<file path="src/rtl/hap_pkg.sv">
// Shared definitions for the Harvard processor front end: widths, reset PC,
// fetch FSM state encodings and the branch/jump opcodes.
package hap_pkg;

  localparam int ADDR_W  = 8;
  localparam int INSTR_W = 16;

  typedef logic [ADDR_W-1:0]  addr_t;
  typedef logic [INSTR_W-1:0] instr_t;

  localparam addr_t RESET_PC = 8'h00;

  // Fetch FSM state encodings
  localparam logic [1:0] IDLE  = 2'd0;
  localparam logic [1:0] FETCH = 2'd1;
  localparam logic [1:0] HOLD  = 2'd2;

  // Branch/jump opcodes (upper nibble of an instruction)
  localparam logic [3:0] OP_BNE  = 4'h8;
  localparam logic [3:0] OP_BE   = 4'h9;
  localparam logic [3:0] OP_BNER = 4'hA;
  localparam logic [3:0] OP_BER  = 4'hB;
  localparam logic [3:0] OP_J    = 4'hC;
  localparam logic [3:0] OP_JR   = 4'hD;

  // PC increment; wraps modulo 2^ADDR_W with no overflow indication
  function automatic addr_t pc_inc(input addr_t pc);
    return pc + 8'h01;
  endfunction

endpackage

</file>
<file path="src/rtl/fetch_unit_if.sv">
// Instruction-memory request/acknowledge bus between the fetch unit
// (master) and the instruction memory (slave).
interface fetch_unit_if;
  import hap_pkg::*;

  logic   imem_req;
  addr_t  imem_addr;
  logic   imem_ack;
  instr_t imem_data;

  modport master (
    output imem_req,
    output imem_addr,
    input  imem_ack,
    input  imem_data
  );

  modport slave (
    input  imem_req,
    input  imem_addr,
    output imem_ack,
    output imem_data
  );

endinterface

</file>
<file path="src/rtl/fetch_unit.sv">
// Instruction-fetch front end: owns the PC, fetches over the imem bus,
// holds each instruction with its next-PC until consumed, and honours
// branch redirects by discarding stale or in-flight fetches.
module fetch_unit
  import hap_pkg::*;
(
  input  logic                clk,
  input  logic                rst_n,
  fetch_unit_if.master        imem,
  output instr_t              instr,
  output logic                instr_valid,
  output addr_t               npc,
  input  logic                instr_ready,
  input  logic                redirect,
  input  addr_t               redirect_pc
);

  logic [1:0] state_q, state_d;
  addr_t      pc_q,    pc_d;
  logic       kill_q,  kill_d;
  logic       req_q,   req_d;
  addr_t      addr_q,  addr_d;
  instr_t     instr_q, instr_d;
  logic       valid_q, valid_d;
  addr_t      npc_q,   npc_d;

  // Next-state and next-output logic for the fetch FSM
  always_comb begin
    state_d = state_q;
    pc_d    = pc_q;
    kill_d  = kill_q;
    req_d   = req_q;
    addr_d  = addr_q;
    instr_d = instr_q;
    valid_d = valid_q;
    npc_d   = npc_q;

    case (state_q)
      IDLE: begin
        state_d = FETCH;
        req_d   = 1'b1;
        addr_d  = pc_q;
      end

      FETCH: begin
        if (imem.imem_ack) begin
          if (redirect) begin
            // Returned word belongs to the old path; refetch at the target
            pc_d   = redirect_pc;
            kill_d = 1'b0;
            req_d  = 1'b1;
            addr_d = redirect_pc;
          end else if (kill_q) begin
            // Completes a request made stale by an earlier redirect
            kill_d = 1'b0;
            req_d  = 1'b1;
            addr_d = pc_q;
          end else begin
            instr_d = imem.imem_data;
            npc_d   = pc_inc(pc_q);
            valid_d = 1'b1;
            req_d   = 1'b0;
            state_d = HOLD;
          end
        end else if (redirect) begin
          // Request must stay stable mid-handshake: remember the target
          // and mark the outstanding fetch for discard
          pc_d   = redirect_pc;
          kill_d = 1'b1;
        end else begin
          kill_d = kill_q;
        end
      end

      HOLD: begin
        if (redirect) begin
          pc_d    = redirect_pc;
          valid_d = 1'b0;
          req_d   = 1'b1;
          addr_d  = redirect_pc;
          state_d = FETCH;
        end else if (instr_ready) begin
          pc_d    = pc_inc(pc_q);
          valid_d = 1'b0;
          req_d   = 1'b1;
          addr_d  = pc_inc(pc_q);
          state_d = FETCH;
        end else begin
          valid_d = valid_q;
        end
      end

      default: begin
        state_d = IDLE;
        kill_d  = 1'b0;
        req_d   = 1'b0;
        valid_d = 1'b0;
      end
    endcase
  end

  // State and output registers with asynchronous reset
  always_ff @(posedge clk or negedge rst_n) begin
    if (!rst_n) begin
      state_q <= IDLE;
      pc_q    <= RESET_PC;
      kill_q  <= 1'b0;
      req_q   <= 1'b0;
      addr_q  <= RESET_PC;
      instr_q <= 16'h0000;
      valid_q <= 1'b0;
      npc_q   <= pc_inc(RESET_PC);
    end else begin
      state_q <= state_d;
      pc_q    <= pc_d;
      kill_q  <= kill_d;
      req_q   <= req_d;
      addr_q  <= addr_d;
      instr_q <= instr_d;
      valid_q <= valid_d;
      npc_q   <= npc_d;
    end
  end

  assign imem.imem_req  = req_q;
  assign imem.imem_addr = addr_q;
  assign instr          = instr_q;
  assign instr_valid    = valid_q;
  assign npc            = npc_q;

endmodule
</file>
<file path="src/flat_wrapper.sv">
// flat-port wrapper written by rule: the top's interface ports become plain ports
module fetch_unit_flat import hap_pkg::*;
  (clk, rst_n, instr, instr_valid, npc, instr_ready, redirect, redirect_pc, imem_imem_req, imem_imem_addr, imem_imem_ack, imem_imem_data);
  fetch_unit_if imem_i ();
  input  logic clk;
  input  logic rst_n;
  output instr_t instr;
  output logic instr_valid;
  output addr_t npc;
  input  logic instr_ready;
  input  logic redirect;
  input  addr_t redirect_pc;
  output wire logic [$bits(imem_i.imem_req)-1:0] imem_imem_req;
  output wire logic [$bits(imem_i.imem_addr)-1:0] imem_imem_addr;
  input wire logic [$bits(imem_i.imem_ack)-1:0] imem_imem_ack;
  input wire logic [$bits(imem_i.imem_data)-1:0] imem_imem_data;
  assign imem_imem_req = imem_i.imem_req;
  assign imem_imem_addr = imem_i.imem_addr;
  assign imem_i.imem_ack = imem_imem_ack;
  assign imem_i.imem_data = imem_imem_data;
  fetch_unit u_core (.clk(clk), .rst_n(rst_n), .imem(imem_i), .instr(instr), .instr_valid(instr_valid), .npc(npc), .instr_ready(instr_ready), .redirect(redirect), .redirect_pc(redirect_pc));
endmodule
</file>
<file path="config.mk">
export PLATFORM = sky130hd
export DESIGN_NAME = fetch_unit_flat
export DESIGN_NICKNAME = d
export VERILOG_FILES = /design/src/rtl/hap_pkg.sv /design/src/rtl/fetch_unit_if.sv /design/src/rtl/fetch_unit.sv /design/src/flat_wrapper.sv
export SDC_FILE = /design/constraint.sdc
export NUM_CORES = 1
export LEC_CHECK = 0
export ABC_AREA = 1
export CAP_MARGIN = 5
export CELL_PAD_IN_SITES_DETAIL_PLACEMENT = 1
export CELL_PAD_IN_SITES_GLOBAL_PLACEMENT = 1
export CORE_AREA = 10 10 94 96
export DETAILED_ROUTE_END_ITERATION = 12
export DIE_AREA = 0 0 104 106
export PLACE_DENSITY = 0.88
export SYNTH_ARGS = -nofsm -noshare
export SYNTH_HDL_FRONTEND = slang
export SYNTH_SLANG_ARGS = --single-unit
</file>
<file path="constraint.sdc">
create_clock -name clk -period 1.65 [get_ports clk]
set_input_delay 0.33 -clock clk [delete_from_list [all_inputs] [get_ports clk]]
set_output_delay 0.33 -clock clk [all_outputs]
set_load 0.03 [all_outputs]
</file>
==> run summary, run 1 <==
Routed vias: 2229
Worst hold slack: 0.480 ns
Slowest-stage cell, CP: dfrtp_1
Top cell type by total area after synthesis: dfrtp_1
Area grow syn2layout: 44.3%
Initial Utilization: 0.324
First-pass GRT wire length: 11.5 mm
Synth top cells by count: nand2_1, dfrtp_1, nor2_1
Crit-path max FO: 6
Final Hold Viols: 0
Nature of the critical path startpoint: register
Ys async rst share: 1.00
Overall Global Routing Usage: 0.128
VDD IR max: 787 uV
Clk buf depth: 2
Full die area: 0.0110 mm2
PortBufs: 62
Final period utilization: 0.966
Post-Route WL: 7.20 mm
Worst-path cell chain: buf_4 -> ha_4 -> nand2_2 -> o21ai_2 -> nor2_4 -> buf_4 -> nor2_1 -> a21oi_1
WL per Instance: 15.0 um
Clk root buf: clkbuf_8
Placed wire-length estimate: 5.68 mm
Worst setup EP type: register
Most common cell on crit path: buf_4
Max Fclk: 627 MHz
Seq/Total Area, Yosys: 0.493
Outcome: complete, no violations
Nets: 413
Final period demand of the worst path: 1.59 ns
Initial DRC count: 49
Total gr overflow: 0
Clock skew: 0.00831 ns
WP buf/inv: 2
CTS Buf Count: 5
Tightest Hold Check Type: primary input to async pin
Boundary Pins: 63
Fraction of layout cells with a size suffix above 1: 0.134
CP required: 1.89 ns
Synth cell types: 30
Clock transition time at the flip-flop clock pins of the worst setup and hold paths: 0.09 ns
Vias in the first global route: 2343
Ant. Diodes: 0
Avg Inst Size Synth: 7.73 um2
# DRC: 0
Pwr per Cell Area: 2090 mW/mm2
Max-slew violations: 0
Core area: 0.00706 mm2
Die Width: 104 um
Pre-antenna DRT Iters: 4
Post-DRT Antenna Nets: 0
Setup-failing EPs final: 0
Kind of cell adding the most delay to the critical path: flip-flops
Yosys warning count: 0
H-tree levels: 2
Post-Syn Nets: 330
Synth top area cells: dfrtp_1, nand2_1, nor2_1
Most frequent cell after synthesis: nand2_1
Yosys reg bits: 45
CTS tree: built
Setup TNS: 0 ns
Arrival @ worst endpoint: 1.83 ns
Clock Latency Late Sink: 0.30 ns
Worst-Margin Slew: 0.402 ns
Fill cells: 856
EDFF count, synth: 0
Die height: 106 um
Pin count of the biggest net entering global routing: 31
Ys flop type: dfrtp_1
Synth Instances: 296
Critical path class: register to register
Post-Syn Area: 0.00229 mm2
Slowest stage delay, CP: 0.42 ns
Max-capacitance violation count: 0
# clock sinks: 45
Vias per std cell: 4.65
Slew HR: 0.732
Post-synth top area share: 0.481
Core Rows: 31
Initial antenna violation count: 0
GP Congestion: 0.852
Static Leakage: 1.69 nW
-- metrics by stage --
stage	std cells	power (mW)	instance area [um2]	setup slack (ns)	util
2_1_floorplan	296	4.54	2290	0.227	-
5_1_grt	479	7.46	3300	-0.00652	0.468
3_5_place_dp	468	6.19	3140	-0.138	0.445
4_1_cts	477	6.81	3230	0.0176	0.457
6_report	479	6.91	3300	0.0562	0.468
3_3_place_gp	468	6.04	3140	-0.0791	0.445
-- where the power goes --
group	total, mW	switching, mW	internal, mW
Clock	0.849	0.394	0.455
Combinational	4.02	2.56	1.46
Sequential	2.04	0.391	1.65
-- per-layer routing --
metal,GRT usage,routed length (um)
met4,0.0358,83
met3,0.0411,405
met5,0,0
met2,0.227,3550
met1,0.144,3160
-- worst paths after layout --
path / to / depth (start not counted) / startpoint / slack, ns
setup / recovery: u_core.imem.imem_addr[4] / 8 / u_core.state_q[1] / 0.06
hold / removal: u_core.instr[13] / 2 / rst_n / 0.48
setup reg to reg: u_core.imem.imem_addr[4] / 8 / u_core.state_q[1] / 0.06
hold reg to reg: u_core.instr[6] / 2 / u_core.instr[6] / 0.48
max in group asynchronous: u_core.npc[0] / 3 / rst_n / 0.60
min in group clk: u_core.instr[6] / 2 / u_core.instr[6] / 0.48
-- state kept, by name, indices dropped and copies added, names as in the netlist --
name                   flops
u_core.kill_q              1
u_core.instr_valid         1
u_core.state_q             2
u_core.imem.imem_addr      8
u_core.imem.imem_req       1
u_core.instr              16
u_core.npc                 8
u_core.pc_q                8
-- layout make-up --
class,count,area [um2],share of cell area
sequential,45,1130,0.342
multi-input combinational,220,1080,0.329
timing repair buffer,84,766,0.232
tap,99,124,0.0375
inverter,23,86.3,0.0262
clock buffer,6,72.6,0.0220
clock inverter,2,38.8,0.0118
-- repair_timing --
item	in CTS	in global routing
resized for setup	36	12
hold endpoints to repair	15	0
endpoints found under the setup margin	47	16
hold buffers	1	0
setup buffers	0	2
pin swaps	0	2
-- cells by family after synthesis --
family	after synthesis	synth area share
and+or+nand+nor	173	0.315
DFF	45	0.493
AOI/OAI and AO/OA	41	0.102
buffers and inverters	31	0.0596
adders and majority gates	5	0.0274
xor gates and xnor gates	1	0.00383
-- cell usage in the layout (no fill, tap or decap), types with 3 or more instances in the layout --
cell,Yosys,layout
nand2_1,115,113
dfrtp_1,44,43
nor2_1,35,34
dlygate4sd2_1,0,34
clkdlybuf4s50_1,0,27
a21oi_1,21,21
buf_4,2,19
inv_1,20,18
nand3_1,13,13
o21ai_0,7,7
inv_2,2,5
clkbuf_8,0,5
a31oi_1,4,4
nand2_2,1,3
a22oi_1,3,3
ha_4,0,3
No activity file was read; power rests on OpenSTA's default activity.
==> inputs of run 2 (changes only) <==
- CORE_AREA: 10 10 94 96 -> 10 10 91 93
- CTS_BUF_LIST: unset -> sky130_fd_sc_hd__clkbuf_8
- DIE_AREA: 0 0 104 106 -> 0 0 101 103
- PLACE_DENSITY: 0.88 -> 0.92
- SKIP_LAST_GASP: unset -> 1
==> run 2 against run 1 <==
The flow now finishes with violations (setup timing). First-iteration DRC count increased by 31%. Global-route usage up 1.2 points. Final cell count shrank 4.4%. Critical endpoint is now u_core.imem.imem_addr[1]. Largest cell class unchanged.
==> run summary, run 2 (same netlist as run 1, synthesis figures left out) <==
Static Leakage: 1.68 nW (-0.58%)
Placed Instances: 446 (-4.7%)
CP required: 1.85 ns (-0.04 ns)
R2R setup slack: -0.02 ns (-0.07 ns)
Worst hold slack: 0.484 ns (+0.00410 ns)
Worst setup EP type: register
Overall Global Routing Usage: 0.140 (+0.0121)
Most common cell after layout, fill and taps aside: nand2_1
First-pass GRT wire length: 11.9 mm (+2.7%)
Crit-path max FO: 6 (unchanged)
Failing checks: setup timing
Die Width: 101 um (-2.9%)
Pin count of the biggest net entering global routing: 33 (+6.5%)
Die height: 103 um (-2.8%)
Boundary Pins: 63 (unchanged)
Fin worst setup slack: -0.0181 ns (-0.0743 ns)
Total gr overflow: 0 (unchanged)
Critical path class: register to register
Final period demand of the worst path: 1.67 ns (+0.0743 ns)
Routed vias: 2269 (+1.8%)
Post-Route WL: 7.40 mm (+2.8%)
Core area: 0.00657 mm2 (-6.9%)
Max-slew violations: 0 (unchanged)
Arrival @ worst endpoint: 1.87 ns (+0.04 ns)
Final period utilization: 1.01 (+0.0450)
Commonest cells after routing, fill and taps aside: nand2_1, dfrtp_1, nor2_1, dlygate4sd2_1, clkdlybuf4s50_1
Largest register FFs: 16 (unchanged)
Initial Utilization: 0.348 (+0.0242)
Worst-Margin Slew: 0.371 ns (-0.0312 ns)
Outcome: finished with violations
Post-layout util: 0.496 (+0.0286)
Setup TNS: -0.0181 ns (-0.0181 ns)
Slew HR: 0.753 (+0.0208)
Max Fclk: 600 MHz (-4.5%)
# DRC: 0 (unchanged)
Area grow syn2layout: 42.5%
Clk root buf: clkbuf_8
Pwr per Cell Area: 2100 mW/mm2 (+0.38%)
Nature of the critical path startpoint: register
FF-to-FF path depth: 11 (+3)
Clock Latency Late Sink: 0.30 ns (about the same)
Clk buf depth: 2 (unchanged)
VDD IR max: 960 uV (+22%)
Fraction of layout cells with a size suffix above 1: 0.138 (+0.00336)
Initial DRC count: 64 (+31%)
Max-capacitance violation count: 0 (unchanged)
Pre-antenna DRT Iters: 4 (unchanged)
Tightest Hold Check Type: register to register
Worst R2R Start: u_core.state_q[1]
Final cell count without fillers: 458 (-4.4%)
Vias per std cell: 4.95 (+6.5%)
Worst hold path depth: 2
Full die area: 0.0104 mm2 (-5.6%)
WL per Instance: 16.2 um (+7.5%)
Placed cell area: 0.00310 mm2 (-1.5%)
Placed wire-length estimate: 5.61 mm (-1.3%)
Hold EP: u_core.instr[0]
Vias in the first global route: 2419 (+3.2%)
# clock sinks: 45 (unchanged)
Clock skew: 0.00251 ns (-0.00580 ns)
Setup-failing EPs final: 1 (+1)
Nets: 411 (-0.48%)
H-tree levels: 2 (unchanged)
Ant. Diodes: 0 (unchanged)
RR Endpoint: u_core.imem.imem_addr[1]
Final instance area: 0.00326 mm2 (-1.3%)
CTS tree: built
GP Congestion: 0.886 (+4.0%)
Initial antenna violation count: 0 (unchanged)
Hold Startpoint: u_core.instr[0]
PortBufs: 62 (unchanged)
CTS Buf Count: 5 (unchanged)
Clock transition time at the flip-flop clock pins of the worst setup and hold paths: 0.09 ns (about the same)
Final Hold Viols: 0 (unchanged)
Post-DRT Antenna Nets: 0 (unchanged)
Core Rows: 30 (-3.2%)
[run 2: cell types whose count changed in the layout (fill, tap and decap cells not counted), moves of 2 or more]
cell / previous run / this run
dfrtp_1: 43 / 41
buf_4: 19 / 17
dfrtp_2: 1 / 3
inv_4: 0 / 2
inv_2: 5 / 3
nand2_2: 3 / 1
[run 2: cell type report]
cell class,instances,area (um2)
inverter,23,91.3
multi-input combinational,220,1090
timing repair buffer,82,751
clock inverter,2,13.8
fill,814,3310
sequential,45,1130
clock buffer,6,82.6
tap,80,100
[run 2: worst max-delay path: stages, from the launching register on]
cell	delay (ns)
dfrtp_1	0.42
buf_4	0.16
ha_4	0.19
nor2_1	0.14
clkinv_1	0.15
buf_4	0.19
nand3_1	0.07
nand2_1	0.06
nand2_1	0.05
nand2_1	0.04
nand2_1	0.05
nand2_1	0.04
[run 2: worst max-delay path by stage]
stage,start,end
after global placement,redirect,u_core.imem.imem_addr[1]
after floorplan,u_core.state_q[0],u_core.pc_q[0]
after CTS,u_core.state_q[1],u_core.imem.imem_addr[3]
after detailed placement,redirect,u_core.imem.imem_addr[2]
after global routing,u_core.state_q[1],u_core.imem.imem_addr[1]
final,u_core.state_q[1],u_core.imem.imem_addr[1]
[run 2: timing repair]
action	CTS	global route
buffers inserted	0	3
hold buffers	1	0
pin swaps	1	2
hold endpoints to repair	13	0
gates resized for setup	35	18
setup endpoints to repair	45	19
[run 2: report_power, final]
part           switching, mW  internal [mW]  total, mW  leakage [nW]
sequential             0.392           1.65       2.04         0.538
combinational           2.61           1.47       4.08          1.09
clock                  0.387          0.340      0.726        0.0512
total                   3.39           3.46       6.85          1.68
[run 2: per-layer routing]
metal  vias to the layer above  GRT usage  wire (um)
met3                        17     0.0436        464
met1                      1088      0.171       3120
li1                       1105          -          -
met4                         0     0.0386        209
met5                         -          0          0
met2                        59      0.232       3600
[run 2: metrics by stage]
stage / setup slack [ns] / power [mW]
finish: -0.0181 / 6.85
global route: -0.105 / 7.49
CTS: -0.0247 / 6.64
detailed placement: -0.137 / 6.15
global placement: -0.0958 / 5.99
floorplan: 0.227 / 4.54
